**config.mk**
```make
export PLATFORM = sky130hd
export DESIGN_NAME = spi_master_cfg
export DESIGN_NICKNAME = d
export VERILOG_FILES = /design/src/rtl/spi_pkg.sv /design/src/rtl/spi_sclk_gen.sv /design/src/rtl/spi_master_cfg.sv
export SDC_FILE = /design/constraint.sdc
export NUM_CORES = 1
export LEC_CHECK = 0
export ABC_AREA = 1
export BUFFER_PORTS_ARGS = -buffer_cell sky130_fd_sc_hd__buf_2
export CAP_MARGIN = 20
export CORE_MARGIN = 8
export CORE_UTILIZATION = 50
export DETAILED_ROUTE_END_ITERATION = 8
export GPL_TIMING_DRIVEN = 0
export PLACE_DENSITY = 0.7
export SYNTH_ARGS = -nofsm -noshare
export SYNTH_HDL_FRONTEND = slang
export SYNTH_SLANG_ARGS = --single-unit
```
**constraint.sdc**
```tcl
create_clock -name clk -period 3.85 [get_ports clk]
set_input_delay 0.1925 -clock clk [delete_from_list [all_inputs] [get_ports clk]]
set_output_delay 0.1925 -clock clk [all_outputs]
set_load 0.005 [all_outputs]
```
**src/rtl/spi_pkg.sv**
```systemverilog
`default_nettype none
// ============================================================================
//  Module      : spi_pkg
//  Description : Shared types for the configurable SPI master. Holds the FSM
//                state encoding and the per-transfer mode bundle that is
//                latched when a transfer is accepted.
//  Contents    : spi_state_e  - IDLE / SETUP / XFER / HOLD
//                spi_mode_t   - {cpol, cpha, lsb_first}
//  Revision    : 1.0 - initial release
// ============================================================================
package spi_pkg;

    typedef enum logic [1:0] {
        IDLE  = 2'd0,
        SETUP = 2'd1,
        XFER  = 2'd2,
        HOLD  = 2'd3
    } spi_state_e;

    typedef struct packed {
        logic cpol;
        logic cpha;
        logic lsb_first;
    } spi_mode_t;

endpackage : spi_pkg
`default_nettype wire

```
**src/rtl/spi_sclk_gen.sv**
```systemverilog
`default_nettype none
// ============================================================================
//  Module      : spi_sclk_gen
//  Description : SCLK divider. While enabled, counts CLK_DIV clk cycles per
//                SCLK half-period and toggles the SCLK phase at each boundary.
//                The edge strobes are high in the clk cycle whose closing
//                posedge makes the SCLK edge visible, so logic that acts on a
//                strobe samples/drives at the same instant as the SCLK edge.
//  Ports       : clk, reset        - system clock, async active-high reset
//                en_i              - run the divider (only in XFER)
//                cpol_i            - SCLK idle level
//                sclk_o            - SCLK level
//                lead_edge_o       - leading-edge strobe (away from idle)
//                trail_edge_o      - trailing-edge strobe (back to idle)
//  Revision    : 1.0 - initial release
// ============================================================================
module spi_sclk_gen #(
    parameter int CLK_DIV = 2
) (
    input  logic clk,
    input  logic reset,
    input  logic en_i,
    input  logic cpol_i,
    output logic sclk_o,
    output logic lead_edge_o,
    output logic trail_edge_o
);

    localparam int             CNT_W    = $clog2(CLK_DIV + 1);
    localparam logic [CNT_W-1:0] DIV_LAST = CNT_W'(CLK_DIV - 1);

    logic [CNT_W-1:0] cnt_q;
    logic             level_q;   // 0: SCLK at idle level, 1: SCLK at active level
    logic             tick_w;

    assign tick_w = en_i && (cnt_q == DIV_LAST);

    always_ff @(posedge clk or posedge reset) begin
        if (reset) begin
            cnt_q   <= '0;
            level_q <= 1'b0;
        end else if (!en_i) begin
            cnt_q   <= '0;
            level_q <= 1'b0;
        end else if (tick_w) begin
            cnt_q   <= '0;
            level_q <= ~level_q;
        end else begin
            cnt_q   <= cnt_q + 1'b1;
        end
    end

    // A leading edge always starts from the idle phase.
    assign lead_edge_o  = tick_w & ~level_q;
    assign trail_edge_o = tick_w &  level_q;
    assign sclk_o       = cpol_i ^ level_q;

endmodule : spi_sclk_gen
`default_nettype wire

```
**src/rtl/spi_master_cfg.sv**
```systemverilog
`default_nettype none
// ============================================================================
//  Module      : spi_master_cfg
//  Description : Single-transfer SPI master with compile-time width, divider
//                and chip-select count, and per-transfer CPOL/CPHA/bit order.
//                Sequence per transfer: SETUP (CS asserted, CLK_DIV cycles),
//                XFER (2*DATA_WIDTH SCLK edges), HOLD (CLK_DIV cycles), then a
//                done cycle in IDLE where CS releases and rx_data updates.
//  Ports       : clk, reset            - system clock, async active-high reset
//                start                 - transfer request (IDLE only)
//                tx_data, cs_sel,
//                cpol, cpha, lsb_first - transfer setup, latched at accept
//                busy, done            - status / one-cycle completion pulse
//                rx_data               - received word, held until next done
//                sclk, mosi, miso      - SPI bus
//                cs_n                  - one-hot active-low chip selects
//  Revision    : 1.0 - initial release
// ============================================================================
module spi_master_cfg
    import spi_pkg::*;
#(
    parameter  int DATA_WIDTH = 8,
    parameter  int CLK_DIV    = 2,
    parameter  int NUM_CS     = 1,
    localparam int CSW        = (NUM_CS > 1) ? $clog2(NUM_CS) : 1
) (
    input  logic                  clk,
    input  logic                  reset,
    input  logic                  start,
    input  logic [DATA_WIDTH-1:0] tx_data,
    input  logic [CSW-1:0]        cs_sel,
    input  logic                  cpol,
    input  logic                  cpha,
    input  logic                  lsb_first,
    output logic                  busy,
    output logic                  done,
    output logic [DATA_WIDTH-1:0] rx_data,
    output logic                  sclk,
    output logic                  mosi,
    input  logic                  miso,
    output logic [NUM_CS-1:0]     cs_n
);

    localparam int               DIV_W     = $clog2(CLK_DIV + 1);
    localparam int               EDGE_W    = $clog2(2 * DATA_WIDTH + 1);
    localparam logic [DIV_W-1:0]  DIV_LAST  = DIV_W'(CLK_DIV - 1);
    localparam logic [EDGE_W-1:0] EDGE_LAST = EDGE_W'(2 * DATA_WIDTH - 1);

    spi_state_e            state_q;
    spi_mode_t             mode_q;
    logic                  busy_q;
    logic                  done_q;
    logic [DATA_WIDTH-1:0] rx_data_q;
    logic [DATA_WIDTH-1:0] tx_sh_q;
    logic [DATA_WIDTH-1:0] rx_sh_q;
    logic                  mosi_q;
    logic [NUM_CS-1:0]     cs_n_q;
    logic [DIV_W-1:0]      div_q;
    logic [EDGE_W-1:0]     edge_q;

    logic                  lead_edge_w;
    logic                  trail_edge_w;
    logic [NUM_CS-1:0]     cs_dec_w;

    // ------------------------------------------------------------------
    // Bit-order helpers: the same orientation drives tx and assembles rx.
    // ------------------------------------------------------------------
    function automatic logic first_bit(input logic [DATA_WIDTH-1:0] v, input logic lsb);
        return lsb ? v[0] : v[DATA_WIDTH-1];
    endfunction

    function automatic logic [DATA_WIDTH-1:0] shift_out(input logic [DATA_WIDTH-1:0] v,
                                                        input logic lsb);
        return lsb ? {1'b0, v[DATA_WIDTH-1:1]} : {v[DATA_WIDTH-2:0], 1'b0};
    endfunction

    function automatic logic [DATA_WIDTH-1:0] shift_in(input logic [DATA_WIDTH-1:0] v,
                                                       input logic lsb, input logic b);
        return lsb ? {b, v[DATA_WIDTH-1:1]} : {v[DATA_WIDTH-2:0], b};
    endfunction

    // Out-of-range cs_sel simply matches no line, leaving every select high.
    always_comb begin
        cs_dec_w = '1;
        for (int i = 0; i < NUM_CS; i++) begin
            if (cs_sel == CSW'(i)) begin
                cs_dec_w[i] = 1'b0;
            end
        end
    end

    spi_sclk_gen #(
        .CLK_DIV (CLK_DIV)
    ) u_sclk_gen (
        .clk          (clk),
        .reset        (reset),
        .en_i         (state_q == XFER),
        .cpol_i       (mode_q.cpol),
        .sclk_o       (sclk),
        .lead_edge_o  (lead_edge_w),
        .trail_edge_o (trail_edge_w)
    );

    always_ff @(posedge clk or posedge reset) begin
        if (reset) begin
            state_q   <= IDLE;
            mode_q    <= '0;
            busy_q    <= 1'b0;
            done_q    <= 1'b0;
            rx_data_q <= '0;
            tx_sh_q   <= '0;
            rx_sh_q   <= '0;
            mosi_q    <= 1'b0;
            cs_n_q    <= '1;
            div_q     <= '0;
            edge_q    <= '0;
        end else begin
            case (state_q)
                IDLE: begin
                    done_q <= 1'b0;
                    // The done cycle sits in IDLE with busy still high; start is
                    // not accepted until busy has dropped.
                    if (done_q) begin
                        busy_q <= 1'b0;
                    end else if (start) begin
                        mode_q  <= '{cpol: cpol, cpha: cpha, lsb_first: lsb_first};
                        busy_q  <= 1'b1;
                        cs_n_q  <= cs_dec_w;
                        div_q   <= '0;
                        edge_q  <= '0;
                        rx_sh_q <= '0;
                        if (!cpha) begin
                            // CPHA=0: first bit must be on the line before the
                            // first (sampling) edge.
                            mosi_q  <= first_bit(tx_data, lsb_first);
                            tx_sh_q <= shift_out(tx_data, lsb_first);
                        end else begin
                            tx_sh_q <= tx_data;
                        end
                        state_q <= SETUP;
                    end
                end

                SETUP: begin
                    if (div_q == DIV_LAST) begin
                        div_q   <= '0;
                        state_q <= XFER;
                    end else begin
                        div_q   <= div_q + 1'b1;
                    end
                end

                XFER: begin
                    if (lead_edge_w) begin
                        if (mode_q.cpha) begin
                            mosi_q  <= first_bit(tx_sh_q, mode_q.lsb_first);
                            tx_sh_q <= shift_out(tx_sh_q, mode_q.lsb_first);
                        end else begin
                            rx_sh_q <= shift_in(rx_sh_q, mode_q.lsb_first, miso);
                        end
                    end
                    if (trail_edge_w) begin
                        if (mode_q.cpha) begin
                            rx_sh_q <= shift_in(rx_sh_q, mode_q.lsb_first, miso);
                        end else if (edge_q != EDGE_LAST) begin
                            mosi_q  <= first_bit(tx_sh_q, mode_q.lsb_first);
                            tx_sh_q <= shift_out(tx_sh_q, mode_q.lsb_first);
                        end
                    end
                    if (lead_edge_w || trail_edge_w) begin
                        if (edge_q == EDGE_LAST) begin
                            edge_q  <= '0;
                            div_q   <= '0;
                            state_q <= HOLD;
                        end else begin
                            edge_q  <= edge_q + 1'b1;
                        end
                    end
                end

                HOLD: begin
                    if (div_q == DIV_LAST) begin
                        div_q     <= '0;
                        cs_n_q    <= '1;
                        done_q    <= 1'b1;
                        rx_data_q <= rx_sh_q;
                        state_q   <= IDLE;
                    end else begin
                        div_q     <= div_q + 1'b1;
                    end
                end

                default: begin
                    state_q <= IDLE;
                end
            endcase
        end
    end

    assign busy    = busy_q;
    assign done    = done_q;
    assign rx_data = rx_data_q;
    assign mosi    = mosi_q;
    assign cs_n    = cs_n_q;

endmodule : spi_master_cfg
`default_nettype wire

```
==> qor.csv <==
metric;value;unit
Ys Warns;0;
Total GRT Usage;14.79;%
post-synth top area share;43.68;%
largest net degree at the start of global routing;33;
maximum buffer depth of the clock tree;2;
type of the most critical hold path;in -> reg;
highest-count cells in the layout ignoring fill and taps;81 x sky130_fd_sc_hd__nand2_1, 43 x sky130_fd_sc_hd__o21ai_0, 42 x sky130_fd_sc_hd__dfrtp_1;
Fmax;577.0;MHz
top cells by area in the synthesized netlist;sky130_fd_sc_hd__dfrtp_1 44%, sky130_fd_sc_hd__nand2_1 13%, sky130_fd_sc_hd__o21ai_0 8.9%, sky130_fd_sc_hd__inv_1 5.8%, sky130_fd_sc_hd__a21oi_1 4.6%;
post-synthesis mux area share;0.4680;%
worst setup skew after layout;10.08;ps
placeable core region;4692;µm²
CP bufs+invs;4;
final worst hold slack;137.6;ps
worst stage delay on the critical path;410;ps
remaining max-slew budget at the tightest pin;67.60;%
post-route insts no fill;406;
final worst-path cycle share;45.02;%
post-synthesis simple-gate area fraction;24.44;%
clock tree root driver cell;sky130_fd_sc_hd__clkbuf_8;
DIE AREA;7288;µm²
wire length of the first global-routing pass;8866;µm
n_diodes;0;
worst setup margin;2117;ps
total of max-cap violations;0;
per-instance average area after synthesis;7.663;µm²
Filler Cell Count;457;
Reg clk slew, reported paths;90;ps
sum of net half-perimeters after detailed placement;3893;µm
sequential-to-total area share from yosys stat;44.77;%
number of DRC markers after the initial detailed-route iteration;86;
starting utilization of the core area;51.28;%
most common cell after layout, fill and taps aside;sky130_fd_sc_hd__nand2_1;
post-route setup TNS;0;ps
count of final hold-check violations;0;
overall power after layout;796.9;µW
Worst EP required;4030;ps
number of nets still failing antenna checks after routing;0;
clock tree from TritonCTS;done;
Placed Cells;397;
number of buffer cells added on primary ports;28;
endpoint class of the critical path;flip-flop;
die height;85.37;µm
Initial DRT Pass Iterations;6;
combinational family with the most area after synthesis;simple AND/OR/NAND/NOR gates;
post-route DRC violation count;0;
global placer's final weighted congestion;0.8120;
wirelength, routed;5125;µm
xor/xnor cell area share of the yosys netlist;0.7280;%
Worst R2R Setup Slack;2120;ps
number of ports placed on the die boundary;29;
cell type group with the largest total delay on the critical path;buffers and inverters;
Resized cells post-CTS;0;
peak ir drop on the vdd network;0.0001549;V
Worst Tran Pin Value;486.0;ps
Crit Path Class;reg -> reg;
Die Width;85.37;µm
series of cell instances along the critical path;inv_1 > ha_1 > buf_6 > inv_1 > nor2_1 > nor2_1 > inv_1 > a21oi_1 > a21oi_1;
critical-path cell with the highest stage delay;sky130_fd_sc_hd__dfrtp_1;
RSZ-0062 raised after global routing;false;
Compound-Gate Fraction of Synth Area;18.36;%
CTS buffer count;5;
CP dominant cell by count;sky130_fd_sc_hd__inv_1;
max-slew violation total from the final report;0;
Synth Area in Adders;2.600;%
total of flip-flops plus latches after synthesis;43;
worst-skew pair later-pin latency;300;ps
synthesized net count;335;
fraction of final layout cells with drive strength greater than 1;17.33;%
level count of the clock H-tree;2;
Pwr Density;291.2;nW/µm²
initial antenna violation count;0;
number of endpoints failing setup at the final stage;0;
run status;completed;
area added between synthesis and finish;13.73;%
pre-CTS setup slack;2140;ps
final-stage net count;372;
total grt overflow;0;
TritonCTS Sinks;43;
post-layout minimum cycle time;1733;ps
arrival time at the worst endpoint;1920;ps
area of the mapped netlist;2406;µm²
largest area contributor in the netlist;sky130_fd_sc_hd__dfrtp_1;
Yosys cell types;28;
total vias in the final route;2094;
detail-routed net length per standard cell;12.62;µm
maximum net fanout on the critical path;8;
leakage power;0.001419;µW
Placement Rows;25;
via-per-instance ratio;5.158;
cells after synthesis;314;
crit start category;flip-flop;
via count of the first global-routing pass;2021;
## repair_timing
item	4_1_cts	5_1_grt
buffers inserted	0	0
hold endpoints to repair	11	0
hold buffers	1	0
## state kept, by name (all words and copies together) (netlist names)
| register | cells |
|---|---|
| div_q | 2 |
| mode_q | 3 |
| u_sclk_gen.level_q | 1 |
| cs_n | 1 |
| done | 1 |
| edge_q | 5 |
| rx_sh_q | 8 |
| tx_sh_q | 8 |
| state_q | 2 |
| mosi | 1 |
| rx_data | 8 |
| u_sclk_gen.cnt_q | 2 |
| busy | 1 |
## synthesized netlist by cell type, drive strengths merged
library cell,instances
o211ai,3
ha,5
nand4,1
nand2,85
inv,40
a21oi,22
nor3,2
nor2,22
o21a,1
buf,2
xor2,2
mux2,1
dfrtp,42
o21ai,55
clkbuf,8
dfstp,1
nand3,22
## report_power, final
group          internal (µW)  switching (µW)
clock                    130             166
combinational           15.4            27.7
sequential               455            2.28
## layout make-up
class                           instances  area [µm²]  area share [%]
Multi-Input combinational cell        221        1121           40.97
Sequential cell                        43        1077           39.37
Timing Repair Buffer                   30       170.2           6.219
Inverter                               40       155.1           5.670
Clock buffer                            5       68.82           2.515
Tap cell                               54       67.56           2.469
Buffer                                 10       52.55           1.920
Clock inverter                          3       23.77          0.8688
## stage by stage
stage / util, % / cell area, µm²
final: 58.32 / 2736
after global routing: 58.32 / 2736
after detailed placement: 56.13 / 2634
after CTS: 58.32 / 2736
after global placement: 55.71 / 2614
after floorplan: - / 2406
## cell families after synthesis
family	count (synthesis)
AND/OR/NAND/NOR	132
AO/OA/AOI/OAI	81
buffers and inverters	50
flip-flops	43
adder cells (fa/ha/maj)	5
XOR/XNOR	2
multiplexers	1
## metal layers
layer | global-route usage, % | wire [µm] | vias up
met4 | 3.981 | 21 | 0
met3 | 4.344 | 306 | 2
met5 | 0 | 0 | -
met1 | 18.76 | 2471 | 952
met2 | 23.86 | 2325 | 49
li1 | - | - | 1091
## worst paths after layout
path                       startpoint         to  cells after the start
hold reg to reg                  busy       busy                      2
setup / recovery           state_q[0]   div_q[0]                      9
hold / removal                   cpol  mode_q[2]                      2
max in group asynchronous       reset       cs_n                      4
setup reg to reg           state_q[0]   div_q[0]                      9
min in group asynchronous       reset  edge_q[1]                      3
## worst register-to-register path: stages (launching register included)
cell                      delay (ps)
sky130_fd_sc_hd__dfrtp_1         410
sky130_fd_sc_hd__inv_1            80
sky130_fd_sc_hd__ha_1            230
sky130_fd_sc_hd__buf_6           150
sky130_fd_sc_hd__inv_1           200
sky130_fd_sc_hd__nor2_1          120
sky130_fd_sc_hd__nor2_1          150
sky130_fd_sc_hd__inv_1            70
sky130_fd_sc_hd__a21oi_1         160
sky130_fd_sc_hd__a21oi_1          60
Power figures use the tool's default switching activity.
